**src/rtl/neopixel_pkg.sv**
```systemverilog
// Shared constants for the NeoPixel frame buffer and transmitter.
package neopixel_pkg;
  localparam int COLOR_W         = 24;
  localparam int DEF_N_PIX       = 18;
  localparam int DEF_RESET_SLOTS = 14;

  localparam logic MSG_PIXEL = 1'b1;
  localparam logic MSG_LATCH = 1'b0;
endpackage

```
**src/rtl/neopixel_slot_seq.sv**
```systemverilog
// Slot sequencer: two rd_next pulses per message, pixel slots then latch slots.
module neopixel_slot_seq #(
  parameter int N_PIX       = 18,
  parameter int RESET_SLOTS = 14,
  parameter int POS_W       = $clog2(N_PIX + RESET_SLOTS)
) (
  input  logic             clk,
  input  logic             rst,
  input  logic             rd_next,
  output logic [POS_W-1:0] pos_o,
  output logic             wrap_o,
  output logic             frame_start_o
);
  localparam logic [POS_W-1:0] LAST  = POS_W'(N_PIX + RESET_SLOTS - 1);
  localparam logic [POS_W-1:0] START = POS_W'(N_PIX);

  logic [POS_W-1:0] pos_q;
  logic             phase_q;
  logic             frame_start_q;

  assign wrap_o        = rd_next && phase_q && (pos_q == LAST);
  assign pos_o         = pos_q;
  assign frame_start_o = frame_start_q;

  // Out of reset the sequencer sits in the first latch slot, so a full latch
  // period always precedes the first frame.
  always_ff @(posedge clk or negedge rst) begin
    if (!rst) begin
      pos_q         <= START;
      phase_q       <= 1'b0;
      frame_start_q <= 1'b0;
    end else begin
      frame_start_q <= wrap_o;
      if (rd_next) begin
        phase_q <= ~phase_q;
        if (phase_q) pos_q <= wrap_o ? '0 : pos_q + 1'b1;
      end
    end
  end
endmodule

```
**src/rtl/neopixel_frame_buf.sv**
```systemverilog
// Double-buffered pixel store; back bank is published to the front bank only at a frame wrap.
module neopixel_frame_buf
  import neopixel_pkg::*;
#(
  parameter int N_PIX       = DEF_N_PIX,
  parameter int RESET_SLOTS = DEF_RESET_SLOTS,
  parameter int ADDR_W      = 5
) (
  input  logic               clk,
  input  logic               rst,
  input  logic               wr_en,
  input  logic [ADDR_W-1:0]  wr_addr,
  input  logic [COLOR_W-1:0] wr_data,
  input  logic               commit,
  output logic               commit_pending,
  input  logic               rd_next,
  output logic [COLOR_W-1:0] neo_dIn,
  output logic               rgb_msgTyp,
  output logic               frame_start
);
  localparam int POS_W = $clog2(N_PIX + RESET_SLOTS);

  logic [N_PIX-1:0][COLOR_W-1:0] front_q, back_q;
  logic                          pending_q;
  logic [POS_W-1:0]              pos;
  logic                          wrap;
  logic                          is_pix;

  neopixel_slot_seq #(
    .N_PIX      (N_PIX),
    .RESET_SLOTS(RESET_SLOTS),
    .POS_W      (POS_W)
  ) u_seq (
    .clk          (clk),
    .rst          (rst),
    .rd_next      (rd_next),
    .pos_o        (pos),
    .wrap_o       (wrap),
    .frame_start_o(frame_start)
  );

  // Copy uses the registered back bank, so a write in the wrap cycle waits
  // for the next commit. A commit arriving on the wrap itself is deferred.
  always_ff @(posedge clk or negedge rst) begin
    if (!rst) begin
      front_q   <= '0;
      back_q    <= '0;
      pending_q <= 1'b0;
    end else begin
      if (wrap && pending_q) begin
        front_q   <= back_q;
        pending_q <= 1'b0;
      end else if (commit) begin
        pending_q <= 1'b1;
      end
      if (wr_en && (wr_addr < ADDR_W'(N_PIX))) back_q[wr_addr] <= wr_data;
    end
  end

  assign commit_pending = pending_q;
  assign is_pix         = (pos < POS_W'(N_PIX));
  assign rgb_msgTyp     = is_pix ? MSG_PIXEL : MSG_LATCH;
  assign neo_dIn        = is_pix ? front_q[pos] : '0;
endmodule

```
**config.mk**
```make
export PLATFORM = sky130hd
export DESIGN_NAME = neopixel_frame_buf
export DESIGN_NICKNAME = d
export VERILOG_FILES = /design/src/rtl/neopixel_pkg.sv /design/src/rtl/neopixel_slot_seq.sv /design/src/rtl/neopixel_frame_buf.sv
export SDC_FILE = /design/constraint.sdc
export NUM_CORES = 1
export LEC_CHECK = 0
export CAP_MARGIN = 15
export CORE_MARGIN = 2
export CORE_UTILIZATION = 50
export DETAILED_ROUTE_END_ITERATION = 7
export GPL_TIMING_DRIVEN = 0
export PLACE_DENSITY = 0.69
export SLEW_MARGIN = 20
export SYNTH_ARGS = -nofsm -noshare
export SYNTH_HDL_FRONTEND = slang
export SYNTH_SLANG_ARGS = --single-unit
```
**constraint.sdc**
```tcl
create_clock -name clk -period 2.3 [get_ports clk]
set_clock_uncertainty 0.1 [all_clocks]
set_input_delay 0.46 -clock clk [delete_from_list [all_inputs] [get_ports clk]]
set_output_delay 0.46 -clock clk [all_outputs]
set_load 0.01 [all_outputs]
```
==> results of run 1 <==
-- synthesized netlist by cell type, types with 5 or more instances --
| library cell | instances |
|---|---|
| buf_6 | 16 |
| o22ai_1 | 45 |
| a211oi_1 | 20 |
| dfrtp_1 | 870 |
| a21oi_1 | 36 |
| mux2_1 | 17 |
| nand2_1 | 9 |
| nor2_1 | 5 |
| mux2_4 | 20 |
| nor2b_1 | 7 |
| mux4_2 | 58 |
| buf_2 | 49 |
| o21a_1 | 20 |
| buf_4 | 53 |
| nand2_2 | 7 |
| mux2i_1 | 96 |
| clkbuf_1 | 40 |
| mux2_2 | 836 |
-- layer usage --
layer / track usage, % / routed length, µm / vias up
li1: - / - / 8815
met3: 4.719 / 5373 / 212
met4: 10.73 / 4245 / 4
met5: 0 / 24 / -
met1: 37.20 / 43650 / 11390
met2: 41.99 / 48410 / 575
-- worst max-delay path by stage --
stage              startpoint      endpoint  slack, ns  cells past startpoint
3_5_place_dp   u_seq.pos_o[1]   neo_dIn[16]      -1.46                      6
2_1_floorplan  u_seq.pos_o[2]  front_q[100]     -0.006                     10
3_3_place_gp              rst  front_q[341]     -36.01                      1
5_1_grt        u_seq.pos_o[0]   neo_dIn[23]      -1.05                      8
6_report       u_seq.pos_o[0]    neo_dIn[1]      -1.03                      9
4_1_cts        u_seq.pos_o[0]   neo_dIn[13]      -1.04                     11
-- state kept, by name, indices dropped and copies added, names as in the netlist --
signal / cells
u_seq.pos_o: 5
commit_pending: 1
u_seq.frame_start_o: 1
u_seq.phase_q: 1
front_q: 432
back_q: 432
-- timing repair --
| item | 4_1_cts | 5_1_grt |
|---|---|---|
| setup buffers | 78 | 41 |
| setup endpoints to repair | 459 | 603 |
| hold endpoints to repair | 81 | 81 |
| gates resized for setup | 572 | 230 |
| gates cloned | 36 | 22 |
| pin swaps | 54 | 38 |
-- critical path, cell delays in order, from the launching register on --
cell	delay, ns
dfrtp_1	0.42
buf_12	0.18
buf_16	0.16
buf_16	0.17
buf_16	0.15
buf_12	0.14
mux2i_1	0.45
o21a_1	0.18
a21oi_2	0.06
buf_2	0.16
-- power by group through the flow --
stage	combinational (mW)	clock, mW	sequential, mW
after CTS	9.38	14.7	18.0
after detailed placement	7.00	0	18.2
after floorplan	4.44	0	17.9
after global routing	10.5	15.4	18.3
final	10.1	14.5	18.1
after global placement	6.69	0	18.2
-- area by class of cell --
cell class | count | share of cell area (%)
Clock inverter | 37 | 0.7475
Antenna cell | 1 | 0.005456
Sequential cell | 872 | 47.60
Tap cell | 950 | 2.592
Clock buffer | 123 | 5.620
Timing Repair Buffer | 220 | 6.902
Buffer | 147 | 3.953
Multi-Input combinational cell | 1220 | 32.58
-- kinds of logic (layout without fill, tap and decap cells) --
kind of cell / Yosys count / in the layout / share of synthesized area, %
compound gates: 134 / 134 / 2.360
xor+xnor: 1 / 1 / 0.02415
fa+ha+maj: 2 / 2 / 0.06899
buf+inv: 161 / 527 / 2.808
flops: 872 / 872 / 60.17
mux: 1027 / 1027 / 33.56
other cells: 0 / 1 / 0
simple gates: 54 / 56 / 1.001
-- stage by stage --
| stage | cell area, µm² | worst slack (ns) |
|---|---|---|
| 4_1_cts | 44750 | -1.042 |
| 5_1_grt | 45860 | -1.052 |
| 3_3_place_gp | 38090 | -36.01 |
| 6_report | 45860 | -1.030 |
| 3_5_place_dp | 38270 | -1.464 |
| 2_1_floorplan | 36310 | -0.006444 |
==> reports/qor.csv, run 1 <==
metric,value,unit
outcome,finished with violations,
violations,"hold timing, setup timing",
cp.arrival,2.77,ns
crit_fanout,8,
synth_top_area_share,60.03,%
seq_area_frac_synth,60.17,%
syn_area,0.03627,mm²
wl_per_cell,28.49,µm
dp_hpwl,63780,µm
port_buffers,59,
yosysTopAreaCell,dfrtp_1,
slew_violations,0,
grt_first_pass_wirelength,147100,µm
synth-main-ff-cell,dfrtp_1,
drt_pre_antenna_iters,5,
multiInputGateArea,0.01494,mm²
synth.avg_cell_area,16.11,µm²
min_period,3.330,ns
ys_seq_elements,872,
max-vdd-ir-drop,0.6649,mV
p_sw_share,28.06,%
path_clk_slew,0.07,ns
yosysWarnings,0,
clock_latency,0.64,ns
die_w,273.3,µm
place_congestion,0.8920,
p_sw,11.99,mW
post-route-period-util,144.8,%
max_freq,300.3,MHz
cts_sinks,872,
regArea,0.02183,mm²
cts_buffers,88,
cts_root_buffer,clkbuf_16,
placed_cells,3266,
clock_power_share,34.0,%
syn_nets,2287,
drive_gt1_share,57.46,%
final_cell_mix,"dfrtp_1, mux2_2, mux2_4",
r2r_slack,-0.39,ns
route.detailed.drc,0,
areaGrowthSynthToFinish,26.45,%
track_usage,26.74,%
initial_core_util,50.65,%
critical_path_class,reg -> out,
timing.setup.tns,-137.63,ns
grt-ovfl-total,0,
cp-end-kind,output port,
fin_util,64.04,%
num_io_pins,61,
r2r_cells,12,
vias,21000,
die_y,273.3,µm
setup_ws,-1.030,ns
antenna_found_initial,5,
synth_edf_count,0,
setup_viol,458,
syn_inst,2251,
hold_viol_final,81,
tightestPinTransition,0.7962,ns
rr_endpoint,front_q[16],
synthTopCellsByArea,"dfrtp_1, mux2_2, mux4_2, mux2i_1, buf_4",
hp-class,in -> async,
synthArstFlopShare,100.0,%
dr.first_iter.drc_count,1425,
power_density,931.2,mW/mm²
p_leak,22.32,nW
dieArea,0.07470,mm²
via_per_inst,5.882,
htreeDepth,3,
total_power,42.71,mW
clockBufferDepth,3,
seqPwrFrac,42.4,%
instances_no_fill,3570,
core,0.07161,mm²
power_frac_comb,23.7,%
final_common_cell,dfrtp_1,
maxCapViolCount,0,
final_nets,2585,
slew_headroom,46.92,%
grt_pass1_vias,22370,
postRouteAntennaNets,0,
intPower,30.72,mW
fillers,4951,
ys_types,47,
row_count,98,
critPathLaunchType,flop,
grt_max_degree,149,
drt-total-wl,101700,µm
rsz0062_at_grt,yes,
whs,-0.3512,ns
cts_tree,built,
r2r-start,u_seq.pos_o[2],
cp.required,1.74,ns
Power figures use the tool's default switching activity.
==> run 2, diff against run 1 <==
- GPL_TIMING_DRIVEN: 0 -> default
==> run 2 against run 1 <==
Effect of this change: the run ends with setup timing left; worst setup slack better by 0.060 ns; final cell count is 1.8% higher; clock power hardly changed; sequential power hardly changed; largest power group unchanged; critical path type unchanged.
==> reports/qor.csv, run 2 (synthesized netlist as in run 1, its figures left out) <==
metric,value,unit
outcome,finished with violations,
violations,setup timing,
postRouteAntennaNets,0,
intPower,31.16,mW
cts_tree,built,
track_usage,25.94,%
cts_root_buffer,clkbuf_16,
drt-total-wl,94930,µm
grt-ovfl-total,0,
cp-endpoint,neo_dIn[17],
instances_no_fill,3635,
final_nets,2650,
slew_headroom,46.08,%
drive_gt1_share,59.84,%
timing.setup.tns,-320.09,ns
final_common_cell,dfrtp_1,
tightestPinTransition,0.8088,ns
power_density,921.1,mW/mm²
fin_util,64.79,%
p_sw_share,27.09,%
setup_viol,461,
r2r_cells,14,
post-route-period-util,142.2,%
row_count,98,
p_leak,22.31,nW
min_period,3.270,ns
maxCapViolCount,0,
setup_ws,-0.9701,ns
dieArea,0.07470,mm²
whs,0.2313,ns
core,0.07161,mm²
wl_per_cell,26.12,µm
areaGrowthSynthToFinish,27.93,%
cp-end-kind,output port,
r2r-start,u_seq.pos_o[1],
grt_pass1_vias,22710,
crit_start,u_seq.pos_o[1],
placed_cells,3335,
initial_core_util,50.65,%
rr_endpoint,front_q[111],
clock_latency,0.64,ns
die_w,273.3,µm
cts_sinks,872,
rsz0062_at_grt,yes,
place_congestion,0.7905,
hold_viol_final,0,
slew_violations,0,
grt_max_degree,105,
max_freq,305.8,MHz
clock_power_share,33.7,%
critical_path_class,reg -> out,
vias,21240,
critPathLaunchType,flop,
port_buffers,60,
path_clk_slew,0.06,ns
total_power,42.73,mW
clockBufferDepth,3,
route.detailed.drc,0,
htreeDepth,3,
die_y,273.3,µm
r2r_slack,-0.81,ns
cts_buffers,87,
dr.first_iter.drc_count,1496,
drt_pre_antenna_iters,7,
via_per_inst,5.842,
cp.required,1.74,ns
max-vdd-ir-drop,0.6730,mV
dp_hpwl,55570,µm
crit_fanout,7,
cp.arrival,2.71,ns
final_cell_mix,"dfrtp_1, mux2_2, buf_4",
grt_first_pass_wirelength,144700,µm
antenna_found_initial,2,
num_io_pins,61,
hp-class,in -> async,
power_frac_comb,24.1,%
seqPwrFrac,42.3,%
p_sw,11.58,mW
run 2: cell types whose count changed in the layout (fill, tap and decap cells not counted), sizes merged:
cell and change:
dlygate4sd3 +1, clkinvlp -2, inv -1, clkdlybuf4s50 +1, bufbuf +4, buf +114
nand2 +1, clkinv -8, clkbuf -45
run 2: worst min path at each step:
| stage | startpoint | to | slack [ns] | cells past startpoint |
|---|---|---|---|---|
| after floorplan | rst | back_q[0] | 0.06 | 0 |
| after global placement | rst | back_q[278] | 0.30 | 1 |
| after detailed placement | rst | front_q[278] | 0.30 | 1 |
| after CTS | rst | front_q[278] | 0.23 | 2 |
| after global routing | rst | front_q[278] | 0.26 | 2 |
| final | rst | front_q[278] | 0.23 | 2 |
run 2: what timing repair did:
item                                   CTS  global route
endpoints found under the hold margin   13             0
setup endpoints to repair              461           462
resized for setup                      371            89
gates cloned                            48             1
buffers inserted                        80            28
pin swaps                               48            42
hold buffers                             1             0
run 2: power groups by stage:
stage                     clock (mW)  sequential (mW)  combinational [mW]
after floorplan                    0             17.9                4.44
after global placement             0             18.1                7.44
after detailed placement           0             18.3                7.59
after CTS                       14.6             18.0                9.59
after global routing            15.2             18.3                10.7
final                           14.4             18.1                10.3
run 2: through the flow:
stage / cell area [µm²] / setup WS, ns
final: 46400 / -0.9701
after global routing: 46390 / -1.047
after CTS: 45820 / -0.9975
after detailed placement: 39780 / -1.037
after global placement: 39780 / -0.9807
after floorplan: 36310 / -0.006444
run 2: worst max-delay path, cell delays in order (launching register included):
cell and delay (ns):
dfstp_4 0.65, buf_8 0.14, nand3b_1 0.24, buf_6 0.16, buf_6 0.10, o22ai_4 0.07
or3_4 0.38, o22ai_2 0.18, buf_2 0.16
run 2: routing by layer:
| metal | vias up | GRT usage [%] | part of all wire (%) |
|---|---|---|---|
| met3 | 126 | 3.526 | 4.6 |
| met1 | 11650 | 37.97 | 46 |
| met5 | - | 0 | 0.024 |
| met2 | 457 | 41.19 | 48 |
| met4 | 4 | 6.601 | 1.9 |
| li1 | 9001 | - | - |
run 2: cell type report:
class / count / area [µm²]
antenna: 1 / 2.502
sequential: 872 / 21830
fill: 4821 / 25210
timing repair buffer: 432 / 5947
clock buffer: 133 / 2645
tap: 950 / 1189
multi-input combinational: 1221 / 14510
clock inverter: 26 / 271.5
